**src/rtl/simple_arch_pkg.sv**
```systemverilog
// Shared definitions for the 16-bit simple architecture: instruction field
// codes, flag layout, sequencer phases and the instruction classifier.
package simple_arch_pkg;

  // Instruction classes, IR[15:14]
  localparam logic [1:0] CLS_LD  = 2'b00;
  localparam logic [1:0] CLS_ST  = 2'b01;
  localparam logic [1:0] CLS_CTL = 2'b10;
  localparam logic [1:0] CLS_ALU = 2'b11;

  // Control-class sub-operations, IR[13:11]
  localparam logic [2:0] SUB_LI  = 3'b000;
  localparam logic [2:0] SUB_B   = 3'b100;
  localparam logic [2:0] SUB_BCC = 3'b111;

  // Branch condition codes, IR[10:8]
  localparam logic [2:0] CC_BE  = 3'b000;
  localparam logic [2:0] CC_BLT = 3'b001;
  localparam logic [2:0] CC_BLE = 3'b010;
  localparam logic [2:0] CC_BNE = 3'b011;

  // ALU selects
  localparam logic [3:0] ALU_NOP = 4'b1111;
  localparam logic [3:0] ALU_ADD = 4'b0000;

  // Flag bit positions in {S,Z,C,V}
  localparam int unsigned FLAG_S = 3;
  localparam int unsigned FLAG_Z = 2;
  localparam int unsigned FLAG_C = 1;
  localparam int unsigned FLAG_V = 0;

  // Write-back source select
  localparam logic [1:0] WB_ALU = 2'b00;
  localparam logic [1:0] WB_MEM = 2'b01;
  localparam logic [1:0] WB_IMM = 2'b10;

  typedef enum logic [2:0] {
    ST_HALT,
    ST_P1,
    ST_P2,
    ST_P3,
    ST_P4,
    ST_P5,
    ST_ERR
  } phase_e;

  typedef struct packed {
    logic       alu;
    logic       ld;
    logic       st;
    logic       li;
    logic       br;
    logic       bcc;
    logic       hlt;
    logic       illegal;
    logic [2:0] rd;
    logic [3:0] op;
    logic [2:0] cond;
  } dec_t;

  // Classify IR[15:4] (the low nibble carries no sequencing information)
  function automatic dec_t decode_ir(input logic [11:0] w);
    dec_t d;
    d      = '0;
    d.op   = w[3:0];
    d.cond = w[6:4];
    case (w[11:10])
      CLS_ALU: begin
        if (w[3:0] == ALU_NOP) begin
          d.hlt = 1'b1;
        end else begin
          d.alu = 1'b1;
          d.rd  = w[6:4];
        end
      end
      CLS_LD: begin
        d.ld = 1'b1;
        d.rd = w[9:7];
      end
      CLS_ST: d.st = 1'b1;
      default: begin
        case (w[9:7])
          SUB_LI: begin
            d.li = 1'b1;
            d.rd = w[6:4];
          end
          SUB_B:   d.br = 1'b1;
          SUB_BCC: begin
            if (w[6]) d.illegal = 1'b1;
            else      d.bcc     = 1'b1;
          end
          default: d.illegal = 1'b1;
        endcase
      end
    endcase
    return d;
  endfunction

endpackage

```
**src/rtl/phase_sequencer_if.sv**
```systemverilog
// Main-memory handshake between the phase sequencer (master) and memory (slave).
interface phase_sequencer_if;
  logic        MEM_REQ;
  logic        MEM_WE;
  logic        ADDR_SEL;
  logic        MEM_ACK;
  logic [15:0] IR_IN;

  modport master (
    output MEM_REQ, MEM_WE, ADDR_SEL,
    input  MEM_ACK, IR_IN
  );

  modport slave (
    input  MEM_REQ, MEM_WE, ADDR_SEL,
    output MEM_ACK, IR_IN
  );
endinterface

```
**src/rtl/branch_cond_eval.sv**
```systemverilog
// Branch decision from the latched flag register.
module branch_cond_eval
  import simple_arch_pkg::*;
(
  input  logic [2:0] cond_i,
  input  logic [3:0] flags_i,
  input  logic       uncond_i,
  output logic       taken_o
);

  logic lt;
  logic unused_carry;

  assign lt           = flags_i[FLAG_S] ^ flags_i[FLAG_V];
  assign unused_carry = flags_i[FLAG_C];

  // Unconditional branch always taken; otherwise evaluate the condition code
  always_comb begin
    taken_o = 1'b0;
    if (uncond_i) begin
      taken_o = 1'b1;
    end else begin
      case (cond_i)
        CC_BE:   taken_o = flags_i[FLAG_Z];
        CC_BLT:  taken_o = lt;
        CC_BLE:  taken_o = flags_i[FLAG_Z] | lt;
        CC_BNE:  taken_o = ~flags_i[FLAG_Z];
        default: taken_o = 1'b0;
      endcase
    end
  end

endmodule

```
**src/rtl/phase_sequencer.sv**
```systemverilog
// Five-phase instruction sequencer: fetch, decode, execute, memory, write-back.
module phase_sequencer
  import simple_arch_pkg::*;
#(
  parameter int unsigned TIMEOUT_CYCLES = 15
) (
  input  logic                     CLOCK,
  input  logic                     RESET,
  input  logic                     START,
  phase_sequencer_if.master        mem_bus,
  input  logic [3:0]               FLAGS,
  output logic                     PC_INC,
  output logic                     PC_LOAD,
  output logic                     REG_WE,
  output logic [2:0]               REG_WSEL,
  output logic [1:0]               WB_SEL,
  output logic [3:0]               S_ALU,
  output logic                     HALTED,
  output logic                     FAULT
);

  localparam logic [3:0] WAIT_LIMIT = 4'(TIMEOUT_CYCLES - 1);

  phase_e      state_q, state_d;
  logic [15:0] ir_q, ir_d;
  logic [3:0]  flag_q, flag_d;
  logic [3:0]  wait_q, wait_d;

  logic        mem_req_q, mem_req_d;
  logic        mem_we_q, mem_we_d;
  logic        addr_sel_q, addr_sel_d;
  logic        pc_inc_q, pc_inc_d;
  logic        pc_load_q, pc_load_d;
  logic        reg_we_q, reg_we_d;
  logic [2:0]  reg_wsel_q, reg_wsel_d;
  logic [1:0]  wb_sel_q, wb_sel_d;
  logic [3:0]  s_alu_q, s_alu_d;
  logic        halted_q, halted_d;
  logic        fault_q, fault_d;

  dec_t        dec;
  logic        cond_taken;
  logic        taken;
  logic        wait_expired;
  logic        unused_ir_low;

  assign dec           = decode_ir(ir_q[15:4]);
  assign unused_ir_low = ^ir_q[3:0];
  assign wait_expired  = (wait_q == WAIT_LIMIT);
  assign taken         = (dec.br | dec.bcc) & cond_taken;

  branch_cond_eval u_branch_cond_eval (
    .cond_i   (dec.cond),
    .flags_i  (flag_q),
    .uncond_i (dec.br),
    .taken_o  (cond_taken)
  );

  // Phase register, instruction/flag latches and memory wait counter
  always_ff @(posedge CLOCK or posedge RESET) begin
    if (RESET) begin
      state_q <= ST_HALT;
      ir_q    <= '0;
      flag_q  <= '0;
      wait_q  <= '0;
    end else begin
      state_q <= state_d;
      ir_q    <= ir_d;
      flag_q  <= flag_d;
      wait_q  <= wait_d;
    end
  end

  // Next phase: handshake completion, timeout, decode outcome
  always_comb begin
    state_d = state_q;
    ir_d    = ir_q;
    flag_d  = flag_q;
    wait_d  = wait_q;
    case (state_q)
      ST_HALT: begin
        if (START) begin
          state_d = ST_P1;
          wait_d  = '0;
        end
      end
      ST_P1: begin
        if (mem_bus.MEM_ACK) begin
          ir_d    = mem_bus.IR_IN;
          state_d = ST_P2;
        end else if (wait_expired) begin
          state_d = ST_ERR;
        end else begin
          wait_d = wait_q + 4'd1;
        end
      end
      ST_P2: state_d = ST_P3;
      ST_P3: begin
        if (dec.hlt) begin
          state_d = ST_HALT;
        end else if (dec.illegal) begin
          state_d = ST_ERR;
        end else begin
          if (dec.alu) flag_d = FLAGS;
          state_d = ST_P4;
          wait_d  = '0;
        end
      end
      ST_P4: begin
        if (!(dec.ld || dec.st)) begin
          state_d = ST_P5;
        end else if (mem_bus.MEM_ACK) begin
          state_d = ST_P5;
        end else if (wait_expired) begin
          state_d = ST_ERR;
        end else begin
          wait_d = wait_q + 4'd1;
        end
      end
      ST_P5: begin
        state_d = ST_P1;
        wait_d  = '0;
      end
      ST_ERR: state_d = ST_ERR;
      default: state_d = ST_ERR;
    endcase
  end

  // Output values for the phase being entered; registering them alongside
  // state_q makes every output a clean function of the current phase.
  always_comb begin
    mem_req_d  = 1'b0;
    mem_we_d   = 1'b0;
    addr_sel_d = 1'b0;
    pc_inc_d   = 1'b0;
    pc_load_d  = 1'b0;
    reg_we_d   = 1'b0;
    reg_wsel_d = '0;
    wb_sel_d   = WB_ALU;
    s_alu_d    = ALU_NOP;
    halted_d   = 1'b0;
    fault_d    = 1'b0;
    case (state_d)
      ST_HALT: halted_d = 1'b1;
      ST_P1:   mem_req_d = 1'b1;
      ST_P2:   pc_inc_d  = 1'b1;
      ST_P3: begin
        if (dec.alu)              s_alu_d = dec.op;
        else if (dec.ld || dec.st) s_alu_d = ALU_ADD;
      end
      ST_P4: begin
        if (dec.ld || dec.st) begin
          mem_req_d  = 1'b1;
          addr_sel_d = 1'b1;
          mem_we_d   = dec.st;
        end
      end
      ST_P5: begin
        pc_load_d = taken;
        if (dec.alu || dec.ld || dec.li) begin
          reg_we_d   = 1'b1;
          reg_wsel_d = dec.rd;
          if (dec.ld)      wb_sel_d = WB_MEM;
          else if (dec.li) wb_sel_d = WB_IMM;
          else             wb_sel_d = WB_ALU;
        end
      end
      ST_ERR: begin
        halted_d = 1'b1;
        fault_d  = 1'b1;
      end
      default: halted_d = 1'b1;
    endcase
  end

  // Output registers; reset clears strobes without waiting for a clock
  always_ff @(posedge CLOCK or posedge RESET) begin
    if (RESET) begin
      mem_req_q  <= 1'b0;
      mem_we_q   <= 1'b0;
      addr_sel_q <= 1'b0;
      pc_inc_q   <= 1'b0;
      pc_load_q  <= 1'b0;
      reg_we_q   <= 1'b0;
      reg_wsel_q <= '0;
      wb_sel_q   <= WB_ALU;
      s_alu_q    <= ALU_NOP;
      halted_q   <= 1'b1;
      fault_q    <= 1'b0;
    end else begin
      mem_req_q  <= mem_req_d;
      mem_we_q   <= mem_we_d;
      addr_sel_q <= addr_sel_d;
      pc_inc_q   <= pc_inc_d;
      pc_load_q  <= pc_load_d;
      reg_we_q   <= reg_we_d;
      reg_wsel_q <= reg_wsel_d;
      wb_sel_q   <= wb_sel_d;
      s_alu_q    <= s_alu_d;
      halted_q   <= halted_d;
      fault_q    <= fault_d;
    end
  end

  assign mem_bus.MEM_REQ  = mem_req_q;
  assign mem_bus.MEM_WE   = mem_we_q;
  assign mem_bus.ADDR_SEL = addr_sel_q;
  assign PC_INC           = pc_inc_q;
  assign PC_LOAD          = pc_load_q;
  assign REG_WE           = reg_we_q;
  assign REG_WSEL         = reg_wsel_q;
  assign WB_SEL           = wb_sel_q;
  assign S_ALU            = s_alu_q;
  assign HALTED           = halted_q;
  assign FAULT            = fault_q;

endmodule

```
**src/flat_wrapper.sv**
```systemverilog
// flat-port wrapper written by rule: the top's interface ports become plain ports
module phase_sequencer_flat import simple_arch_pkg::*;
#(
  parameter int unsigned TIMEOUT_CYCLES = 15
)
  (CLOCK, RESET, START, FLAGS, PC_INC, PC_LOAD, REG_WE, REG_WSEL, WB_SEL, S_ALU, HALTED, FAULT, mem_bus_MEM_REQ, mem_bus_MEM_WE, mem_bus_ADDR_SEL, mem_bus_MEM_ACK, mem_bus_IR_IN);
  phase_sequencer_if mem_bus_i ();
  input  logic CLOCK;
  input  logic RESET;
  input  logic START;
  input  logic [3:0] FLAGS;
  output logic PC_INC;
  output logic PC_LOAD;
  output logic REG_WE;
  output logic [2:0] REG_WSEL;
  output logic [1:0] WB_SEL;
  output logic [3:0] S_ALU;
  output logic HALTED;
  output logic FAULT;
  output wire logic [$bits(mem_bus_i.MEM_REQ)-1:0] mem_bus_MEM_REQ;
  output wire logic [$bits(mem_bus_i.MEM_WE)-1:0] mem_bus_MEM_WE;
  output wire logic [$bits(mem_bus_i.ADDR_SEL)-1:0] mem_bus_ADDR_SEL;
  input wire logic [$bits(mem_bus_i.MEM_ACK)-1:0] mem_bus_MEM_ACK;
  input wire logic [$bits(mem_bus_i.IR_IN)-1:0] mem_bus_IR_IN;
  assign mem_bus_MEM_REQ = mem_bus_i.MEM_REQ;
  assign mem_bus_MEM_WE = mem_bus_i.MEM_WE;
  assign mem_bus_ADDR_SEL = mem_bus_i.ADDR_SEL;
  assign mem_bus_i.MEM_ACK = mem_bus_MEM_ACK;
  assign mem_bus_i.IR_IN = mem_bus_IR_IN;
  phase_sequencer #(.TIMEOUT_CYCLES(TIMEOUT_CYCLES)) u_core (.CLOCK(CLOCK), .RESET(RESET), .START(START), .mem_bus(mem_bus_i), .FLAGS(FLAGS), .PC_INC(PC_INC), .PC_LOAD(PC_LOAD), .REG_WE(REG_WE), .REG_WSEL(REG_WSEL), .WB_SEL(WB_SEL), .S_ALU(S_ALU), .HALTED(HALTED), .FAULT(FAULT));
endmodule
```
**config.mk**
```make
export PLATFORM = sky130hd
export DESIGN_NAME = phase_sequencer_flat
export DESIGN_NICKNAME = d
export VERILOG_FILES = /design/src/rtl/simple_arch_pkg.sv /design/src/rtl/phase_sequencer_if.sv /design/src/rtl/branch_cond_eval.sv /design/src/rtl/phase_sequencer.sv /design/src/flat_wrapper.sv
export SDC_FILE = /design/constraint.sdc
export NUM_CORES = 1
export LEC_CHECK = 0
export ABC_AREA = 0
export CAP_MARGIN = 25
export CORE_MARGIN = 1
export CORE_UTILIZATION = 35
export CTS_CLUSTER_DIAMETER = 150
export DETAILED_ROUTE_END_ITERATION = 10
export SYNTH_ARGS = -nofsm -noshare
export SYNTH_HDL_FRONTEND = slang
export SYNTH_HIERARCHICAL = 1
export SYNTH_SLANG_ARGS = --single-unit
```
**constraint.sdc**
```tcl
create_clock -name CLOCK -period 5.35 [get_ports CLOCK]
set_input_delay 0.535 -clock CLOCK [delete_from_list [all_inputs] [get_ports CLOCK]]
set_output_delay 0.535 -clock CLOCK [all_outputs]
set_load 0.01 [all_outputs]
```
==> metrics.md <==
| Metric | Value |
|---|---|
| Hold Buf Count CTS | 0 |
| Period utilisation layout | 0.430 |
| Final WS setup | 3.05 ns |
| Final instance area | 2310 µm² |
| Die span in x | roughly 74 µm |
| Placement Cell Area | 2200 µm² |
| Antenna diode count | 0 |
| Metal2 WL | 1810 µm |
| Post-CTS sizing | 0 |
| Metal-1 WL | 1680 µm |
| PwrDens | 347 nW/µm² |
| Crit start category | primary input |
| Vias in the first global route | between 1,000 and 1,500 |
| Layout Nets | 226 |
| GPL Wtd Cong | 0.872 |
| CTS Sinks | 39 |
| Syn_nets | 189 |
| Overall Global Routing Usage | 0.163 |
| Clk pin slew, worst setup/hold paths | 0.07 ns |
| Std-Cell Rows | 25 |
| Initial core utilization | 0.371 |
| Synth Instances | between 150 and 200 |
| Dpl ws | 2.74 ns |
| Die Y | 73.5 µm |
| Met3 wire length | 220 µm |
| Placed instance count | 260 |
| Unrepaired setup endpoints after global routing | false |
| Max Cap Violations | 0 |
| Worst slew margin | 0.570 |
| Num CTS Buffers | 5 |
| Crit-path max FO | 5 |
| First-pass DRT Iterations | 4 |
| # setup viols final | 0 |
| Core box area | 4820 µm² |
| Share of cells above drive strength 1 | 0.169 |
| Worst R2R Setup Slack | 3.12 ns |
| Initial antenna violation count | 0 |
| Worst slew pin tran | 0.646 ns |
| ANT nets after route | 0 |
| CTS tree | yes |
| I/O pins | 41 |
| Largest net degree at the start of global routing | 40 |
| Top sig layer | met4 |
| Worst r2r path cells | 7 |
| Synthesized cell area | 1790 µm² |
| Final non-filler cell total | 268 |
| Clock skew | 0.00737 ns |
| Die area | between 5000 and 6000 µm² |
| WP data required | 5.56 ns |
| Vias per cell | between 5 and 6 |
| GR Overflow Total | 0 |
| Synth warn | 6 |
| Post-Syn Area per Cell | between 10 and 15 µm² |
| Slew Limit Fails | 0 |
| Worst setup EP type | flop |
| First-pass GRT wire length | around 6600 µm |
| Leak | just under 1 nW |
| Routed len/inst | 14.1 µm |
| Initial DRC count | between 50 and 60 |
| Minimum clock period | 2.30 ns |
| Clock Path Buffers | 2 |
| HP Class | flop to flop |
| Vias after detailed routing | 1,342 |
| Number of port buffers | 35 |
| Hold Path Depth | 1 |
| Skew-Pair Late Insertion Delay | a little under 0.3 ns |
| WHS | 0.539 ns |
| Status | completed |
| CTS Root Cell | clkbuf_8 |
| Fillers | 464 |
| Post-CTS setup buffer count | 0 |
| Final Hold Fails | 0 |
| H-tree Lvls | 2 |
| # DRC | 0 |
| Post-Route WL | 3780 µm |
| WS Path Type | primary input to flop |
| Achievable Freq | 435 MHz |
| TNS Setup | 0 ns |
| WP data arrival | approximately 2.5 ns |
| Post-DP HPWL | roughly 2700 µm |
| Peak VDD IR | 0.179 mV |
| Area growth from synthesis to layout | 29.4% |
[cell usage in the layout (no fill, tap or decap), drive strengths merged, types with 5 or more instances in the layout]
cell type       n
clkbuf          6
clkdlybuf4s50  35
dfrtp          34
dfstp           5
inv             9
mux2           14
nand2           8
nand3           5
nor2           18
o21ai          11
o31ai           5
[cell type report]
type | instances | area [µm²] | share of cell area
sequential | 39 | 982 | 0.424
multi-input combinational | 109 | 739 | 0.319
timing repair buffer | 36 | 358 | 0.155
tap | 67 | 83.8 | 0.0362
clock buffer | 6 | 82.6 | 0.0357
clock inverter | 2 | 35.0 | 0.0151
inverter | 9 | 33.8 | 0.0146
[metal layers]
metal,global-route usage,vias up
li1,-,659
met1,0.211,639
met2,0.255,38
met3,0.0466,6
met4,0.0684,0
met5,0,-
[flip-flops by register name (all words and copies together) (netlist names)]
name / cells
u_core/wait_q: 4
u_core/FAULT: 1
u_core/flag_q: 3
u_core/REG_WE: 1
u_core/WB_SEL: 2
u_core/ir_q: 12
u_core/HALTED: 1
u_core/REG_WSEL: 3
u_core/mem_bus.MEM_REQ: 1
u_core/S_ALU: 4
u_core/PC_INC: 1
u_core/mem_bus.ADDR_SEL: 1
u_core/state_q: 3
u_core/mem_bus.MEM_WE: 1
u_core/PC_LOAD: 1
[report_power, final]
group	switching, mW	internal [mW]	leakage, nW	total (mW)
clock	0.102	0.151	0.0612	0.252
sequential	0.0356	0.339	0.506	0.375
combinational	0.0873	0.0874	0.406	0.175
[worst max-delay path, stage by stage]
cell and delay [ns]:
clkdlybuf4s50_1 0.49, a31oi_1 0.38, o21ai_0 0.16, a221oi_1 0.54, inv_1 0.21, nor3_2 0.20
[worst paths after layout]
check,to,start
setup / recovery,u_core/mem_bus.MEM_WE,mem_bus_MEM_ACK
hold / removal,u_core/flag_q[3],u_core/flag_q[3]
setup reg to reg,u_core/mem_bus.MEM_WE,u_core/wait_q[0]
hold reg to reg,u_core/flag_q[3],u_core/flag_q[3]
max in group asynchronous,u_core/S_ALU[3],RESET
min in group asynchronous,u_core/ir_q[4],RESET
[stage by stage]
step	power, mW	utilization
final	0.802	0.481
after global routing	0.852	0.481
after CTS	0.810	0.481
after detailed placement	0.555	0.456
after global placement	0.547	0.456
after floorplan	0.490	-
(Power assumes the default switching activity.)
